File: src/rtl/fpu_mult_arbiter.sv
// fpu_mult_arbiter: round-robin front end that shares one multi-cycle fp16
// multiplier between NREQ requesters. A granted requester's operands are sent
// to the multiplier with a one-cycle valid pulse. The result is then routed
// back to that requester. A watchdog substitutes a quiet NaN and raises a
// sticky error if the multiplier never answers.
//
// Handshake: a requester holds req_valid and its operands stable until it
// sees its one-cycle req_ready pulse. req_valid is sampled only while the
// arbiter is idle, so a request raised while busy is neither queued nor lost.
// It is simply seen again once the arbiter returns to idle. A response is a
// one-cycle rsp_valid pulse on the owner's bit, and rsp_data is valid in that
// cycle. There is no backpressure on responses.
module fpu_mult_arbiter #(
  parameter int NREQ    = 4,
  parameter int TIMEOUT = 15
) (
  input  logic                 clk,
  input  logic                 rst_n,
  input  logic [NREQ-1:0]      req_valid,
  input  logic [16*NREQ-1:0]   req_a,
  input  logic [16*NREQ-1:0]   req_b,
  output logic [NREQ-1:0]      req_ready,
  output logic [NREQ-1:0]      rsp_valid,
  output logic [15:0]          rsp_data,
  output logic                 mult_valid_in,
  output logic [15:0]          mult_a,
  output logic [15:0]          mult_b,
  input  logic                 mult_valid_out,
  input  logic [15:0]          mult_result,
  output logic                 busy,
  output logic                 timeout_err,
  output logic [1:0]           dbg_state
);

  localparam int IW = (NREQ > 1) ? $clog2(NREQ) : 1;
  localparam int SW = IW + 1;
  localparam logic [15:0] QNAN = 16'h7E00;

  typedef enum logic [1:0] {IDLE, ISSUE, WAIT, RESP} state_t;

  state_t          state, state_d;
  logic [IW-1:0]   owner, owner_d;
  logic [IW-1:0]   last_grant, last_grant_d;
  logic [7:0]      cnt, cnt_d;
  logic [NREQ-1:0] req_ready_d, rsp_valid_d;
  logic [15:0]     rsp_data_d, mult_a_d, mult_b_d;
  logic            mult_valid_in_d, busy_d, timeout_err_d;

  logic            found;
  logic [IW-1:0]   pick;
  logic [SW-1:0]   sum;

  assign dbg_state = state;

  // Round-robin search: the first set request strictly after last_grant, with wrap-around
  always_comb begin
    found = 1'b0;
    pick  = last_grant;
    sum   = '0;
    for (int k = 1; k <= NREQ; k++) begin
      sum = {1'b0, last_grant} + SW'(k);
      if (sum >= SW'(NREQ)) sum = sum - SW'(NREQ);
      if (!found && req_valid[sum[IW-1:0]]) begin
        found = 1'b1;
        pick  = sum[IW-1:0];
      end
    end
  end

  // Next-state and next-output logic; every output is produced one cycle ahead and registered
  always_comb begin
    state_d         = state;
    owner_d         = owner;
    last_grant_d    = last_grant;
    cnt_d           = cnt;
    req_ready_d     = '0;
    rsp_valid_d     = '0;
    rsp_data_d      = rsp_data;
    mult_valid_in_d = 1'b0;
    mult_a_d        = mult_a;
    mult_b_d        = mult_b;
    timeout_err_d   = timeout_err;
    case (state)
      IDLE: begin
        if (found) begin
          owner_d            = pick;
          mult_a_d           = req_a[{pick, 4'b0000} +: 16];
          mult_b_d           = req_b[{pick, 4'b0000} +: 16];
          req_ready_d[pick]  = 1'b1;
          mult_valid_in_d    = 1'b1;
          state_d            = ISSUE;
        end
      end
      ISSUE: begin
        cnt_d   = '0;
        state_d = WAIT;
      end
      WAIT: begin
        cnt_d = cnt + 8'd1;
        // A result arriving in the watchdog's last cycle still wins
        if (mult_valid_out) begin
          rsp_data_d         = mult_result;
          rsp_valid_d[owner] = 1'b1;
          state_d            = RESP;
        end else if (cnt == 8'(TIMEOUT - 1)) begin
          rsp_data_d         = QNAN;
          timeout_err_d      = 1'b1;
          rsp_valid_d[owner] = 1'b1;
          state_d            = RESP;
        end
      end
      RESP: begin
        last_grant_d = owner;
        state_d      = IDLE;
      end
      default: state_d = IDLE;
    endcase
    busy_d = (state_d != IDLE);
  end

  // State and registered outputs; async reset abandons any operation in flight
  always_ff @(posedge clk or negedge rst_n) begin
    if (!rst_n) begin
      state         <= IDLE;
      owner         <= '0;
      last_grant    <= IW'(NREQ - 1);
      cnt           <= '0;
      req_ready     <= '0;
      rsp_valid     <= '0;
      rsp_data      <= '0;
      mult_valid_in <= 1'b0;
      mult_a        <= '0;
      mult_b        <= '0;
      busy          <= 1'b0;
      timeout_err   <= 1'b0;
    end else begin
      state         <= state_d;
      owner         <= owner_d;
      last_grant    <= last_grant_d;
      cnt           <= cnt_d;
      req_ready     <= req_ready_d;
      rsp_valid     <= rsp_valid_d;
      rsp_data      <= rsp_data_d;
      mult_valid_in <= mult_valid_in_d;
      mult_a        <= mult_a_d;
      mult_b        <= mult_b_d;
      busy          <= busy_d;
      timeout_err   <= timeout_err_d;
    end
  end

endmodule

File: config.mk
export PLATFORM = sky130hd
export DESIGN_NAME = fpu_mult_arbiter
export DESIGN_NICKNAME = d
export VERILOG_FILES = /design/src/rtl/fpu_mult_arbiter.sv
export SDC_FILE = /design/constraint.sdc
export NUM_CORES = 1
export LEC_CHECK = 0
export ABC_AREA = 1
export BUFFER_PORTS_ARGS = -buffer_cell sky130_fd_sc_hd__clkbuf_2
export CORE_MARGIN = 1
export CORE_UTILIZATION = 40
export CTS_BUF_LIST = sky130_fd_sc_hd__clkbuf_8
export CTS_CLUSTER_DIAMETER = 150
export DETAILED_ROUTE_END_ITERATION = 12
export GPL_TIMING_DRIVEN = 0
export PLACE_DENSITY = 0.7
export SYNTH_ARGS = -nofsm -noshare
export SYNTH_HDL_FRONTEND = slang
export SYNTH_SLANG_ARGS = --single-unit
File: constraint.sdc
create_clock -name clk -period 2.9 [get_ports clk]
set_clock_uncertainty 0.2 [all_clocks]
set_input_delay 0.29 -clock clk [delete_from_list [all_inputs] [get_ports clk]]
set_output_delay 0.29 -clock clk [all_outputs]
set_load 0.1 [all_outputs]
# [Word-level counts from Yosys, hierarchy flattened]
# Index checks and enable logic that the tools add are counted.
[word_totals] register_bits=73 latchBits=0 ram_bits=0 romBits=0 output_inout_bits=61 n_memories=0
[op_classes] n_addsub=9 mul=0 n_div=0 magnitude_cmp=12 eq_ne=4 shifts=2 muxes=38 bitwise=1 n_reduce_logical=15
[ops] cell="$shiftx 64x7->16" count=2
[ops] cell="$mux 16" count=2
[ops] cell="$mux 2" count=11
[ops] cell="$mux 4" count=5
[ops] cell="$lt 2x3->1 const B" count=6
[ops] cell="$pmux 8 s2" count=1
[ops] cell="$ge 3x3->1 const B" count=4
[ops] cell="$mux 1" count=12
[ops] cell="$add 8x1->8 const B" count=1
[ops] cell="$bmux 1 s2" count=4
[ops] cell="$eq 8x4->1 const B" count=1
[ops] cell="$pmux 2 s4" count=1
[ops] cell="$sub 2x1->2 const B" count=4
[ops] cell="$add 2x2->3 const B" count=2
[ops] cell="$reduce_bool 2->1" count=3
[ops] cell="$logic_and 1x1->1" count=5
[ops] cell="$demux 1 s2" count=2
[ops] cell="$eq 2x2->1 const B" count=2
[ops] cell="$ge 2x1->1 const B" count=2
[ops] cell="$reduce_and 2->1" count=2
[ops] cell="$add 2x1->3 const B" count=1
[ops] cell="$add 2x3->3 const B" count=1
[ops] cell="$logic_not 1->1" count=3
[ops] cell="$reduce_and 3->1" count=1
[ops] cell="3 further kinds" count=3

# [Logic depth before layout (Yosys ltp)]
# Gate-level depths: netlist of run 1.
[depth] depth_word=21 ltp_mapped=15

# [Worst setup path after synthesis of run 1]
# Ideal clock, no wire load.
[synth_timing] path_kind="register to register" start="register state[1], in the netlist dbg_state[1]" end="register rsp_data[0]" setup_time_ns=0.123 arrival_ns=2.295 required_time_ns=2.577 slack_ns=0.282 stages_incl_launch_ff=9 cell_sequence="dfrtp_1 > ha_1 > inv_1 > nor4_1 > nand4_1 > nand2_1 > inv_1 > clkbuf_1 > a22o_1"
[synth_via] elab_chain_len=2
[synth_rtl] element="from (decl)" line_no="41" text="state_t state, state_d;"
[synth_rtl] element="from (signal assigned)" line_no="137" text="state <= state_d;"
[synth_rtl] element="$eq 2x2->1" line_no="83" text="case (state)"
[synth_rtl] element="$reduce_and 2->1 (no line)"
[synth_rtl] element="to (signal assigned)" line_no="143" text="rsp_data <= rsp_data_d;"
[synth_rtl] element="to (decl)" line_no="24" text="output logic [15:0] rsp_data,"
# No other way between the ends.
# A chain may end at the register's enable or synchronous reset.

# [Worst setup path after layout of run 1]
[layout_timing] start="register state[0], in the netlist dbg_state[0]" end="register rsp_valid[3]"
[layout_via] elab_chain_len=2
[layout_rtl] element="$eq 2x2->1" line_no="83"
[layout_rtl] element="$mux 4" line_no="83"
[layout_rtl] element="named net rsp_valid_d[3]" line_no="45" text="logic [NREQ-1:0] req_ready_d, rsp_valid_d;"
[layout_rtl] element="to (signal assigned)" line_no="142" text="rsp_valid <= rsp_valid_d;"
[layout_rtl] element="to (decl)" line_no="23" text="output logic [NREQ-1:0] rsp_valid,"
# The timed path passes the listed nets, and every way through them passes these cells.

==> results.cfg, run 1 <==
[worst_hold_path]
hold_path_class = input pin to flip-flop

[global_routing]
grt_overflow = 0
grt_max_degree = 40
antenna_found_initial = 0
grt_pass1_vias = 4820
grt_pass1_wl_um = 23200
grt_usage = 0.255

[sta]
slew_headroom = 0.596
tns_ns = 0
fmax_mhz = 396
min_period_ns = 2.53
slew_violations = 0
fin_hold_ws_ns = 0.0604
fin_crit_sh = 0.872
final_hold_viol_count = 0
rsz0062_at_grt = false
finalSetupViolCount = 0
tightest_slew_ns = 0.609

[placed_design]
dpl-instance-area_um2 = 5850
portBuffers = 211
gp_congestion = 0.942
post-dp-hpwl_um = 11400

[synthesis]
synth_mux_area_frac = 0
yosys-top-cells-area = dfrtp_1 (39%), nand3_1 (19%), nand2_1 (10%)
syn_nets = 709
yosysWarnings = 0
seq_area_frac_synth = 0.398
yosysTopAreaCell = dfrtp_1
synth_simple_gate_area_frac = 0.441
synth_area_um2 = 4600
synth_most_common_cell = nand3_1
synth_cell_types = 40
syn_avg_cell_area_um2 = 8.31
netlist_instances = 553
yosys.area.top_type_share = 0.386
yosys_register_bits = 73
synth_fa_ha_area_frac = 0.0136
synth_edf_count = 0
synth_top_family_by_area = simple AND/OR/NAND/NOR gates
synth_commonest_cells = nand3_1 (172), nand2_1 (125), dfrtp_1 (71), nand3_2 (28), nand2_2 (17)
synthFlopType = dfrtp_1
synthXorXnorAreaFrac = 0.00381
synth_compound_area_frac = 0.0520
async_flop_share = 1.00

[drt]
wl_per_cell_um = 16.3
routed_via_density = 5.29
drt_wl_total_um = 15300
drt_first_pass_iters = 6
detail-route-antenna-nets = 0
route.detailed.drc = 0
drtIter0Drc = 514
routed-via-count = 4963

[cells_and_area]
final_area_um2 = 6270
seq_area_um2 = 1830
fill_cells = 1035
nets = 950
num_antenna_cells = 0
multi_input_area_um2 = 2350
syn2layout_area_growth_pct = 36.3
drive_above_1_share = 0.419

[die]
initial_core_util = 0.417
die_x_um = 109
core_area_um2 = 11000
num_rows = 38
ios = 212
dieHeight_um = 109
die_area_um2 = 11900

[clock_tree]
post-cts-setup-buffer-count = 0
cts.clk_slew.worst_paths_ns = 0.08
cts_root_buffer = clkbuf_8
ctsHoldBuffers = 18
htree_levels = 3
clock_path_buffers = 2
cts_sinks = 73
cts_made_buffers = 9
cts_resized = 0
cts_tree = yes
clk_latency_ns = 0.36

[critical_path]
path_class = flip-flop to flip-flop
worst_setup_path_end_kind = flip-flop
slowest_delay_ns = 0.42
crit_chain = inv_1 > ha_1 > inv_1 > nor4_1 > nand4_1 > nand2_1 > inv_1 > clkbuf_1 > nor3_1
slowest_stage = dfrtp_1
worst_ep_arrival_time_ns = 2.58
crit_fanout = 10
startpoint_type = flip-flop
critical_path.most_common_cell = inv_1
critPathRequiredTime_ns = 2.95

[outcome]
status = complete, no violations

[job]
maxCapViolations = 0
==> worst paths after layout <==
path / from / end / slack, ns / cells after the start
worst min-delay path: req_a[58] / mult_a[10]$_DFFE_PN0P_ / 0.06 / 5
max in group asynchronous: rst_n / mult_b[15]$_DFFE_PN0P_ / 1.62 / 3
worst max register to register: dbg_state[0]$_DFF_PN0_ / rsp_valid[3]$_DFF_PN0_ / 0.37 / 9
worst max-delay path: dbg_state[0]$_DFF_PN0_ / rsp_valid[3]$_DFF_PN0_ / 0.37 / 9
worst min register to register: mult_b[6]$_DFFE_PN0P_ / mult_b[6]$_DFFE_PN0P_ / 0.28 / 2
min in group asynchronous: rst_n / rsp_data[6]$_DFFE_PN0P_ / 0.28 / 2
==> kinds of logic (layout without fill, tap and decap cells) <==
family,Yosys count,after routing
DFF,73,73
buffers and inverters,59,305
xor gates and xnor gates,2,2
AOI/OAI and AO/OA,33,33
adders and majority gates,5,5
and+or+nand+nor,381,381
==> worst max-delay path: cells and delay by family, from the launching register on <==
family	cells	cell delay [ns]
flops	1	0.42
fa+ha+maj	1	0.28
simple gates	4	0.89
buf+inv	4	0.62
==> layer usage <==
metal | track usage | routed length, um | vias up
li1 | - | - | 2368
met5 | 0 | 0 | -
met3 | 0.0604 | 1240 | 35
met4 | 0.0971 | 433 | 0
met1 | 0.293 | 6140 | 2328
met2 | 0.455 | 7520 | 232
==> through the flow <==
step | worst slack (ns) | util | cells
finish | 0.372 | 0.568 | 939
global route | 0.158 | 0.568 | 939
CTS | 0.306 | 0.568 | 939
detailed placement | 0.311 | 0.531 | 905
global placement | 0.497 | 0.528 | 904
floorplan | 0.282 | - | 553
==> final cells by class <==
| type | instances | area share |
|---|---|---|
| clock inverter | 5 | 0.0136 |
| clock buffer | 11 | 0.0242 |
| timing repair buffer | 230 | 0.201 |
| multi-input combinational | 421 | 0.374 |
| sequential | 73 | 0.292 |
| inverter | 21 | 0.0130 |
| tap | 140 | 0.0279 |
| buffer | 38 | 0.0543 |
==> state kept, by name (all words and copies together), names as in the netlist <==
name / flops
timeout_err: 1
rsp_valid: 4
last_grant: 2
dbg_state: 2
owner: 2
mult_a: 16
mult_valid_in: 1
rsp_data: 16
busy: 1
cnt: 8
mult_b: 16
req_ready: 4
==> layout by cell type, fill, tap and decap left out, types with 6 or more instances in the layout <==
| master | n |
|---|---|
| clkbuf_2 | 210 |
| nand3_1 | 172 |
| nand2_1 | 125 |
| dfrtp_1 | 71 |
| nand3_2 | 28 |
| dlygate4sd3_1 | 18 |
| nand2_2 | 17 |
| inv_1 | 15 |
| buf_2 | 13 |
| buf_4 | 11 |
| nand2_4 | 11 |
| nor2_1 | 11 |
| clkbuf_8 | 11 |
| a22o_1 | 10 |
| buf_6 | 7 |
| o21ai_0 | 6 |
| o22a_1 | 6 |
Power of run 1 is not shown: default switching activity piles up to over one toggle a cycle in this logic, so the estimate is an artifact.
==> run 2: changes to the inputs <==
--- a/config.mk
+++ b/config.mk
@@ -8,12 +8,12 @@
 export ABC_AREA = 1
 export BUFFER_PORTS_ARGS = -buffer_cell sky130_fd_sc_hd__clkbuf_2
 export CORE_MARGIN = 1
-export CORE_UTILIZATION = 40
+export CORE_UTILIZATION = 49
 export CTS_BUF_LIST = sky130_fd_sc_hd__clkbuf_8
 export CTS_CLUSTER_DIAMETER = 150
 export DETAILED_ROUTE_END_ITERATION = 12
 export GPL_TIMING_DRIVEN = 0
-export PLACE_DENSITY = 0.7
+export PLACE_DENSITY = 0.83
 export SYNTH_ARGS = -nofsm -noshare
 export SYNTH_HDL_FRONTEND = slang
 export SYNTH_SLANG_ARGS = --single-unit
==> results.cfg, run 2 (synthesized netlist as in run 1, its figures left out) <==
[outcome]
status = complete, no violations

[sta]
rsz0062_at_grt = false
final_hold_viol_count = 0
min_period_ns = 2.59
slew_headroom = 0.621
finalSetupViolCount = 0
slew_violations = 0
fin_crit_sh = 0.893
fmax_mhz = 386
tightest_slew_ns = 0.571
tns_ns = 0

[clock_tree]
cts_root_buffer = clkbuf_8
cts_made_buffers = 9
clk_latency_ns = 0.35
htree_levels = 3
cts_sinks = 73
cts.clk_slew.worst_paths_ns = 0.08
cts_resized = 0
cts_tree = yes
clock_path_buffers = 2

[cells_and_area]
drive_above_1_share = 0.419
seq_area_um2 = 1830
multi_input_area_um2 = 2350
utilization = 0.703
fin_cells = 907
final_common_cell = clkbuf_2
fill_cells = 743
top_regs = mult_a (16), mult_b (16), rsp_data (16)
num_antenna_cells = 0
syn2layout_area_growth_pct = 35.9
layout_common_cells = clkbuf_2 (210), nand3_1 (172), nand2_1 (125)
nets = 950

[global_routing]
grt_max_degree = 52
grt_pass1_vias = 4837
antenna_found_initial = 0
grt_pass1_wl_um = 23300
grt_usage = 0.305
grt_overflow = 0

[job]
maxCapViolations = 0

[die]
die_x_um = 98.9
die_area_um2 = 9780
core_area_um2 = 8890
num_rows = 34
ios = 212
initial_core_util = 0.517
dieHeight_um = 98.9

[placed_design]
placed_cells = 873
post-dp-hpwl_um = 10900
portBuffers = 211
gp_congestion = 0.965

[drt]
route.detailed.drc = 0
drt_first_pass_iters = 5
drt_wl_total_um = 14700
detail-route-antenna-nets = 0
routed-via-count = 4952
wl_per_cell_um = 16.2
routed_via_density = 5.46
drtIter0Drc = 273

[critical_path]
crit_fanout = 10
cp_num_buf_inv = 4
critical_path.most_common_cell = inv_1
critPathRequiredTime_ns = 2.95
slowest_stage = dfrtp_1
critPathTopFamily = simple AND/OR/NAND/NOR gates
startpoint_type = flip-flop
worst_ep_arrival_time_ns = 2.64
slowest_delay_ns = 0.42
path_class = flip-flop to flip-flop
worst_setup_path_end_kind = flip-flop
crit_chain = inv_1 > ha_1 > inv_1 > nor4_1 > nand4_1 > nand2_1 > inv_1 > clkbuf_1 > nor3_1

[worst_hold_path]
hold_path_class = input pin to flip-flop
[run 2: area by class of cell]
| class | instances | share of cell area |
|---|---|---|
| multi-input cells | 421 | 0.376 |
| flip-flops and latches | 73 | 0.293 |
| repair buffers | 230 | 0.203 |
| plain buffers | 38 | 0.0545 |
| well taps | 108 | 0.0216 |
| clock buffers | 9 | 0.0198 |
| clock inverters | 7 | 0.0198 |
| inverters | 21 | 0.0130 |
[run 2: worst paths after layout]
| path | startpoint | slack, ns | end | cells past startpoint |
|---|---|---|---|---|
| max | dbg_state[0]$_DFF_PN0_ | 0.31 | rsp_valid[0]$_DFF_PN0_ | 9 |
| min | req_a[52] | 0.07 | mult_a[4]$_DFFE_PN0P_ | 5 |
| max reg2reg | dbg_state[0]$_DFF_PN0_ | 0.31 | rsp_valid[0]$_DFF_PN0_ | 9 |
| min reg2reg | mult_b[8]$_DFFE_PN0P_ | 0.28 | mult_b[8]$_DFFE_PN0P_ | 2 |
| max in group asynchronous | rst_n | 1.67 | last_grant[0]$_DFFE_PN1N_ | 3 |
| min in group asynchronous | rst_n | 0.22 | cnt[0]$_DFFE_PN0P_ | 2 |
[run 2: through the flow]
step	hold WS, ns	setup WS [ns]	area, um2
after floorplan	-0.206	0.282	4600
after global placement	0.265	0.511	5790
after detailed placement	0.0468	0.337	5820
after CTS	0.0634	0.315	6250
after global routing	0.0789	0.0894	6250
final	0.0696	0.309	6250
[run 2: worst register-to-register path, delay by kind of cell, from the launching register on]
family | cells | cell delay, ns
flops | 1 | 0.42
fa+ha+maj | 1 | 0.28
simple gates | 4 | 0.97
buf+inv | 4 | 0.62
[run 2: layer usage]
layer / global-route usage / vias up / wire [um]
met5: 0 / - / 0
met4: 0.111 / 0 / 393
met3: 0.0504 / 38 / 1170
met2: 0.538 / 259 / 7290
met1: 0.374 / 2285 / 5880
li1: - / 2370 / -
[run 2: what timing repair did]
item | 4_1_cts | 5_1_grt
setup buffers | 0 | 0
hold buffers | 18 | 0
endpoints found under the hold margin | 39 | 0
Power of run 2 is left out for the same reason.
